File: config.mk
export PLATFORM = sky130hd
export DESIGN_NAME = fetch_stage
export DESIGN_NICKNAME = d
export VERILOG_FILES = /design/src/rtl/cpu_pkg.sv /design/src/rtl/fetch_stats.sv /design/src/rtl/fetch_stage.sv
export SDC_FILE = /design/constraint.sdc
export NUM_CORES = 1
export LEC_CHECK = 0
export CAP_MARGIN = 20
export CORE_UTILIZATION = 42
export CTS_BUF_LIST = sky130_fd_sc_hd__clkbuf_2
export CTS_CLUSTER_DIAMETER = 150
export DETAILED_ROUTE_END_ITERATION = 10
export GPL_TIMING_DRIVEN = 0
export PLACE_DENSITY = 0.87
export SLEW_MARGIN = 40
export SYNTH_ARGS = -nofsm -noshare
export SYNTH_HDL_FRONTEND = slang
export SYNTH_SLANG_ARGS = --single-unit
File: constraint.sdc
create_clock -name clk -period 2.26 [get_ports clk]
set_input_delay 0.226 -clock clk [delete_from_list [all_inputs] [get_ports clk]]
set_output_delay 0.226 -clock clk [all_outputs]
set_load 0.005 [all_outputs]
File: src/rtl/cpu_pkg.sv
// Shared CPU definitions: default widths, the NOP encoding, fetch FSM states and opcodes.
package cpu_pkg;

  localparam int PC_W_DEF    = 10;
  localparam int INSTR_W_DEF = 32;

  localparam logic [31:0] NOP_INSTR = 32'h0000_0000;

  localparam logic [5:0] OP_J   = 6'b000010;
  localparam logic [5:0] OP_BEQ = 6'b000100;

  typedef enum logic [1:0] {
    START  = 2'd0,
    RUN    = 2'd1,
    HALTED = 2'd2
  } fetch_state_t;

endpackage

File: src/rtl/fetch_stats.sv
// Fetch statistics: free-running 32-bit counters of captures, stall cycles and redirects.
module fetch_stats (
  input  logic        clk,
  input  logic        reset,
  input  logic        fetch_evt,
  input  logic        stall_evt,
  input  logic        flush_evt,
  output logic [31:0] stat_fetched,
  output logic [31:0] stat_stalls,
  output logic [31:0] stat_flushes
);

  logic [31:0] fetched_q, fetched_d;
  logic [31:0] stalls_q,  stalls_d;
  logic [31:0] flushes_q, flushes_d;

  always_comb begin
    fetched_d = fetched_q + 32'(fetch_evt);
    stalls_d  = stalls_q  + 32'(stall_evt);
    flushes_d = flushes_q + 32'(flush_evt);
  end

  always_ff @(posedge clk) begin
    if (reset) begin
      fetched_q <= '0;
      stalls_q  <= '0;
      flushes_q <= '0;
    end else begin
      fetched_q <= fetched_d;
      stalls_q  <= stalls_d;
      flushes_q <= flushes_d;
    end
  end

  assign stat_fetched = fetched_q;
  assign stat_stalls  = stalls_q;
  assign stat_flushes = flushes_q;

endmodule

File: src/rtl/fetch_stage.sv
// Instruction-fetch stage: PC, START/RUN/HALTED FSM and IF/ID register with stall/redirect handling.
// Define FETCH_STATS_EN to add the stat_fetched/stat_stalls/stat_flushes counter outputs.
module fetch_stage
  import cpu_pkg::*;
#(
  parameter int               PC_W     = PC_W_DEF,
  parameter int               INSTR_W  = INSTR_W_DEF,
  parameter logic [PC_W-1:0]  RESET_PC = '0
) (
  input  logic               clk,
  input  logic               reset,
  input  logic               stall,
  input  logic               halt_req,
  input  logic               br_taken,
  input  logic [PC_W-1:0]    br_target,
  input  logic               jump,
  input  logic [PC_W-1:0]    jump_target,
  output logic [PC_W-1:0]    read_addr,
  input  logic [INSTR_W-1:0] instr_data,
  output logic [INSTR_W-1:0] if_id_instr,
  output logic [PC_W-1:0]    if_id_pc4,
  output logic               if_id_valid,
  output logic               flush_id_ex
`ifdef FETCH_STATS_EN
  ,
  output logic [31:0]        stat_fetched,
  output logic [31:0]        stat_stalls,
  output logic [31:0]        stat_flushes
`endif
);

  localparam logic [INSTR_W-1:0] NOP       = INSTR_W'(NOP_INSTR);
  localparam logic [PC_W-1:0]    WORD_MASK = ~PC_W'(3);

  fetch_state_t         state_q, state_d;
  logic [PC_W-1:0]      pc_q, pc_d;
  logic [INSTR_W-1:0]   if_id_instr_q, if_id_instr_d;
  logic [PC_W-1:0]      if_id_pc4_q, if_id_pc4_d;
  logic                 if_id_valid_q, if_id_valid_d;
  logic [PC_W-1:0]      pc_plus4;

  assign pc_plus4 = pc_q + PC_W'(4);

  // Redirects outrank stall: the branch in EX is older than the jump in ID and the stalled instruction.
  always_comb begin
    state_d       = state_q;
    pc_d          = pc_q;
    if_id_instr_d = if_id_instr_q;
    if_id_pc4_d   = if_id_pc4_q;
    if_id_valid_d = if_id_valid_q;

    case (state_q)
      START: begin
        state_d = RUN;
      end
      RUN: begin
        if (br_taken) begin
          pc_d          = br_target & WORD_MASK;
          if_id_instr_d = NOP;
          if_id_pc4_d   = '0;
          if_id_valid_d = 1'b0;
        end else if (jump) begin
          pc_d          = jump_target & WORD_MASK;
          if_id_instr_d = NOP;
          if_id_pc4_d   = '0;
          if_id_valid_d = 1'b0;
        end else if (!stall) begin
          pc_d          = pc_plus4;
          if_id_instr_d = instr_data;
          if_id_pc4_d   = pc_plus4;
          if_id_valid_d = 1'b1;
        end
        if (halt_req) begin
          state_d = HALTED;
        end
      end
      HALTED: begin
        if_id_instr_d = NOP;
        if_id_pc4_d   = '0;
        if_id_valid_d = 1'b0;
      end
      default: begin
        state_d = START;
      end
    endcase
  end

  always_ff @(posedge clk) begin
    if (reset) begin
      state_q       <= START;
      pc_q          <= RESET_PC;
      if_id_instr_q <= NOP;
      if_id_pc4_q   <= '0;
      if_id_valid_q <= 1'b0;
    end else begin
      state_q       <= state_d;
      pc_q          <= pc_d;
      if_id_instr_q <= if_id_instr_d;
      if_id_pc4_q   <= if_id_pc4_d;
      if_id_valid_q <= if_id_valid_d;
    end
  end

  assign read_addr   = pc_q;
  assign if_id_instr = if_id_instr_q;
  assign if_id_pc4   = if_id_pc4_q;
  assign if_id_valid = if_id_valid_q;
  assign flush_id_ex = br_taken & (state_q == RUN);

`ifdef FETCH_STATS_EN
  logic run_cycle;
  logic fetch_evt, stall_evt, flush_evt;

  assign run_cycle = (state_q == RUN);
  assign flush_evt = run_cycle & (br_taken | jump);
  assign stall_evt = run_cycle & ~br_taken & ~jump & stall;
  assign fetch_evt = run_cycle & ~br_taken & ~jump & ~stall;

  fetch_stats u_stats (
    .clk          (clk),
    .reset        (reset),
    .fetch_evt    (fetch_evt),
    .stall_evt    (stall_evt),
    .flush_evt    (flush_evt),
    .stat_fetched (stat_fetched),
    .stat_stalls  (stat_stalls),
    .stat_flushes (stat_flushes)
  );
`else
  // Counter-free build: no statistics logic is generated.
`endif

endmodule

# Word-level counts from Yosys, hierarchy flattened
# Index checks and enable logic that the tools add are counted.
dict set report totals {
  input_bits 58
  word_cells 34
  reg_bits 55
  output_inout_bits 54
}
dict set report classes {
  reduce_logical 5
  n_addsub 1
  n_mux 16
  n_bitwise 2
  n_eq_ne 5
}
# cell n
set op_table {}
lappend op_table {{32-bit 2-to-1 mux} 3}
lappend op_table {{32-bit case mux with 2 select lines} 1}
lappend op_table {{10-bit 2-to-1 mux} 5}
lappend op_table {{10-bit case mux with 2 select lines} 1}
lappend op_table {{10-bit by 3-bit adder with 10-bit output, second input constant} 1}
lappend op_table {{2-bit case mux with 3 select lines} 1}
lappend op_table {{2-bit AND reduction} 3}
lappend op_table {{4-bit inequality test, second input constant} 1}
lappend op_table {{1-bit 2-to-1 mux} 3}
lappend op_table {{3-bit by 1-bit inequality test with 1-bit output, second input constant} 1}
lappend op_table {{2-bit by 1-bit == test with 1-bit output, second input constant} 1}
lappend op_table {{2-bit == test, second input constant} 1}
lappend op_table {{2-bit logical NOT} 1}
lappend op_table {{2-bit 2-to-1 mux} 1}
lappend op_table {{2-bit inequality test, second input constant} 1}
lappend op_table {{1-bit case mux with 2 select lines} 1}
lappend op_table {{2-bit nonzero test} 1}
lappend op_table {{1-bit AND} 1}
lappend op_table {{1-bit inverter} 1}

# Logic depth before layout (Yosys ltp)
dict set report logic_depth {
  word_depth 5
  depth_mapped 9
  ltp_nobuf 6
}

# Worst setup path after synthesis
# No wires, ideal clock.
dict set report synth_timing {
  path_type {flip-flop to flip-flop}
  startpoint {register state_q[1]}
  endpoint {register if_id_instr_q[12], in the netlist if_id_instr[12]}
  setup_slack_ns 0.667
  stages_incl_launch_ff 10
  synth_period_minus_slack_ns 1.593
  setup_ns 0.133
  n_path_buf 3
  required_ns 2.127
  arrival_time_ns 1.460
  path_cell_list {dfxtp_1 -> inv_1 -> ha_1 -> clkbuf_2 -> nand4bb_4 -> and4b_4 -> buf_6 -> buf_8 -> a22oi_2 -> nor2_2}
}
dict set report synth_between {
  elab_chain_cells 3
  elab_cells_between_ends 6
  classes_between {eq/ne (3); mux (1); reduce/logical (2)}
}
# item line
set synth_rtl {}
lappend synth_rtl {{start: declaration} fetch_stage.sv:35} ;# fetch_state_t state_q, state_d;
lappend synth_rtl {{start signal: assignment} fetch_stage.sv:96} ;# state_q <= state_d;
lappend synth_rtl {{2-bit by 1-bit == test with 1-bit output or 2-bit == test (tied branches)} fetch_stage.sv:52} ;# case (state_q)
lappend synth_rtl {{4-bit inequality test (no source line) or 2-bit nonzero test (tied branches)} -}
lappend synth_rtl {{2-bit AND reduction (no source line)} -}
lappend synth_rtl {{end signal: assignment} fetch_stage.sv:98} ;# if_id_instr_q <= if_id_instr_d;
lappend synth_rtl {{end: declaration} fetch_stage.sv:37} ;# logic [INSTR_W-1:0] if_id_instr_q, if_id_instr_d;
# Several ways; a longest one is shown, not always the timed one.
# A chain may end at the register's enable or synchronous reset.

# Worst setup path in the final report
dict set report layout_timing {
  startpoint {register state_q[1]}
  endpoint {output port flush_id_ex}
}
dict set report layout_between {
  elab_chain_cells 2
}
# item line
set layout_rtl {}
lappend layout_rtl {{2-bit by 1-bit == test with 1-bit output} fetch_stage.sv:108} ;# assign flush_id_ex = br_taken & (state_q == RUN);
lappend layout_rtl {{1-bit AND} fetch_stage.sv:108}
lappend layout_rtl {{end: declaration} fetch_stage.sv:23} ;# output logic flush_id_ex
# No other way between the ends.

==> results by group <==
Cells and area
  • Finished Cell Area: 3538 µm²
  • Share of cells above drive strength 1: 0.1601
  • Area grow syn2layout: 49.79%
  • Ant diodes: 0
  • Final layout net count: 418
  • Post-Layout Cell Count: 426

Logic synthesis
  • Top post-synthesis cells by area: dfxtp_1 (44%), a22oi_2 (10%), nor2_1 (5.7%), a22oi_1 (5.4%), nor2_2 (3.4%)
  • Distinct cells, synth: 49
  • EDFF count, synth: 0
  • Synth Warn #: 0
  • Seq/Total Area, Yosys: 0.4407
  • Ys async rst share: 0
  • Synth Area in Compound Gates: 0.2495
  • XOR/XNOR Fraction of Synth Area: 0.01483
  • Synth top area share: 0.4407
  • Synth Register Bits: 52
  • Largest family of logic cells by synthesized area: compound AO/OA/AOI/OAI gates
  • Main synth FF type: dfxtp_1
  • Cell Area, Synth: 2362 µm²
  • Post-Synth Adder-Cell Area: 0.02648
  • Mux cell area share after synthesis: 0.01695
  • Synth area leader: dfxtp_1
  • Mean Syn Cell Area: 9.721 µm²
  • Post-synthesis simple-gate area fraction: 0.1859
  • Post-Synthesis Cells: 243

STA
  • Worst-Margin Slew: 0.6331 ns
  • Final Hold Fails: 0
  • Setup TNS: 0 ns
  • Setup Viol. Count Final: 0
  • Final Skew: 0.02475 ns
  • Worst slew margin: 0.5779
  • Peak Freq: 477.4 MHz
  • Fin crit period: 2.095 ns
  • RSZ-0062 raised after global routing: no
  • Slew Viols, Final: 0
  • Final cycle utilization of the critical path: 0.9269

Worst setup path
  • Worst R2R End: if_id_instr[17]$_SDFFE_PP0P_
  • Crit Path Class: flop to output port
  • Buf/Inv on CP: 3
  • CP Launch Type: flop
  • Reg2reg setup slack: 0.52 ns
  • CP endpoint kind: output port
  • WP data required: 2.03 ns
  • CP max-delay cell: clkdlybuf4s50_1
  • Crit-path max FO: 9
  • Worst-case reg-to-reg path depth: 8
  • Max stage delay on crit path: 0.45 ns
  • Crit-path cells: inv_1 -> ha_1 -> clkbuf_4 -> and2_1 -> clkdlybuf4s50_1
  • Arr. time, crit path: 1.87 ns
  • Worst R2R Start: state_q[1]$_SDFFE_PP0P_
  • Cell family with most CP delay: buffers and inverters

Floorplanning
  • Rows: 26
  • Die X: 77.00 µm
  • I/O pins: 112
  • Die Y: 77.00 µm
  • Core Area: 5270 µm²
  • Initial core utilization: 0.4482
  • Die area: 5928 µm²

Power and ir drop
  • Static Leak: 1.267 nW
  • Final Power: 2.751 mW
  • PD cells: 777.5 nW/µm²
  • Max VDD drop: 0.4222 mV

Global routing
  • Vias in the first global route: 2170
  • Total GRT Usage: 0.2089
  • Largest net degree at the start of global routing: 16
  • Congestion Overflow GR: 0
  • First-pass GRT wire length: 9.901 mm
  • Antenna violations before repair: 0

CTS
  • Buffer depth of the longest clock path: 2
  • H-tree depth: 2
  • Inserted Clock Buffers: 5
  • CTS Sinks: 52
  • CTS tree: done
  • Clock latency on the worst-skew pair: 0.43 ns
  • Worst-path clk slew: 0.25 ns
  • Post CTS Setup Buffer Count: 0
  • CTS Root Cell: clkbuf_2

Outcome
  • Status: complete, no violations

Drt
  • Vias: 2204
  • Vias per std cell: 5.174
  • TritonRoute pass-1 iters: 4
  • DRT antenna net count: 0
  • Residual DRC count: 0
  • Drt total wl: 6.107 mm
  • Iteration-0 DRC Markers: 142
  • Routed len/inst: 14.34 µm

Placed design
  • Post-DP Area: 3495 µm²
  • GP Congestion: 0.8780
  • Cells after DPL: 418
  • Count of input and output buffers: 104
  • HPWL Detailed: 4.584 mm

Min path
  • Hold Path Depth: 2
  • Hold_sp: reset
  • Hold Crit Class: input port to flop
  • Endpoint, Worst Hold: if_id_pc4[1]$_SDFFE_PP0P_

Job
  • Max-cap violations: 0
==> per-stage QoR <==
stage | hold WS [ns] | setup WS [ns] | utilization
2_1_floorplan | 0.3605 | 0.6674 | -
3_3_place_gp | 0.4434 | 0.1931 | 0.6631
3_5_place_dp | 0.4561 | 0.1685 | 0.6631
4_1_cts | 0.2632 | 0.1097 | 0.6709
5_1_grt | 0.2335 | 0.01084 | 0.6714
6_report | 0.2764 | 0.1651 | 0.6714
==> state kept, by name (all words and copies together), names as in the netlist <==
| name | count |
|---|---|
| if_id_instr | 32 |
| if_id_pc4 | 9 |
| state_q | 2 |
| if_id_valid | 1 |
| read_addr | 8 |
==> metal layers <==
| metal | vias to the layer above | GRT usage | share of wire |
|---|---|---|---|
| met3 | 4 | 0.08095 | 0.082 |
| met5 | - | 0 | 0 |
| li1 | 1086 | - | - |
| met2 | 86 | 0.3625 | 0.49 |
| met4 | 0 | 0.04528 | 0.0044 |
| met1 | 1028 | 0.2423 | 0.43 |
==> cell usage after synthesis (2+ instances only) <==
cell,instances
dfxtp_1,52
nor2_1,36
a22oi_2,19
a22oi_1,17
nor2_2,13
nand2_1,12
a21oi_1,6
buf_2,6
clkbuf_1,6
ha_1,5
inv_1,5
o211ai_1,5
buf_4,4
mux2i_1,4
o21ai_0,4
or2b_1,4
a311oi_1,3
a31oi_1,2
buf_8,2
nand2b_1,2
nand3_1,2
nand3b_1,2
nor3_1,2
o31a_1,2
o31ai_1,2
xnor2_1,2
xor2_1,2
==> worst max path at each step <==
stage                     cells after the start               startpoint                      endpoint  slack, ns
final                                         5  state_q[1]$_SDFFE_PP0P_                   flush_id_ex       0.17
after global routing                          5  state_q[1]$_SDFFE_PP0P_                   flush_id_ex       0.01
after CTS                                     5  state_q[1]$_SDFFE_PP0P_                   flush_id_ex       0.11
after detailed placement                      4                 br_taken                   flush_id_ex       0.17
after global placement                        4                 br_taken                   flush_id_ex       0.19
after floorplan                               9  state_q[1]$_SDFFE_PP0P_  if_id_instr[12]$_SDFFE_PP0P_       0.67
==> what timing repair did <==
| item | CTS | global route |
|---|---|---|
| hold buffers | 0 | 0 |
| gates resized for setup | 0 | 2 |
| setup endpoints to repair | 0 | 1 |
==> kinds of logic (layout without fill, tap and decap cells) <==
logic type | count (synthesis) | after routing
simple gates | 83 | 83
compound gates | 68 | 68
flops | 52 | 52
buf+inv | 26 | 138
fa+ha+maj | 5 | 5
xor+xnor | 4 | 4
mux | 4 | 4
other cells | 1 | 2
==> cells in the final DEF (no fill, tap or decap), types with 6 or more instances in the layout <==
cell	n
a21oi_1	6
clkdlybuf4s50_1	104
a22oi_1	17
clkbuf_2	6
clkbuf_1	6
dfxtp_1	52
nor2_2	13
nor2_1	36
buf_2	6
a22oi_2	19
nand2_1	12
==> layout make-up <==
class | count | area (µm²)
Multi-Input combinational cell | 166 | 1174
Clock inverter | 2 | 11.26
Sequential cell | 52 | 1041
Tap cell | 70 | 87.58
Inverter | 5 | 18.77
Timing Repair Buffer | 104 | 1041
Clock buffer | 6 | 30.03
Fill cell | 453 | 1732
Buffer | 21 | 135.1
==> power by group <==
part / total, mW / switching, mW / internal (mW) / leakage [nW]
Combinational: 1.21 / 0.620 / 0.591 / 0.819
Clock: 0.366 / 0.289 / 0.0771 / 0.0266
Sequential: 1.17 / 0.128 / 1.05 / 0.422
Note: power is estimated with default switching activity, not from simulation.
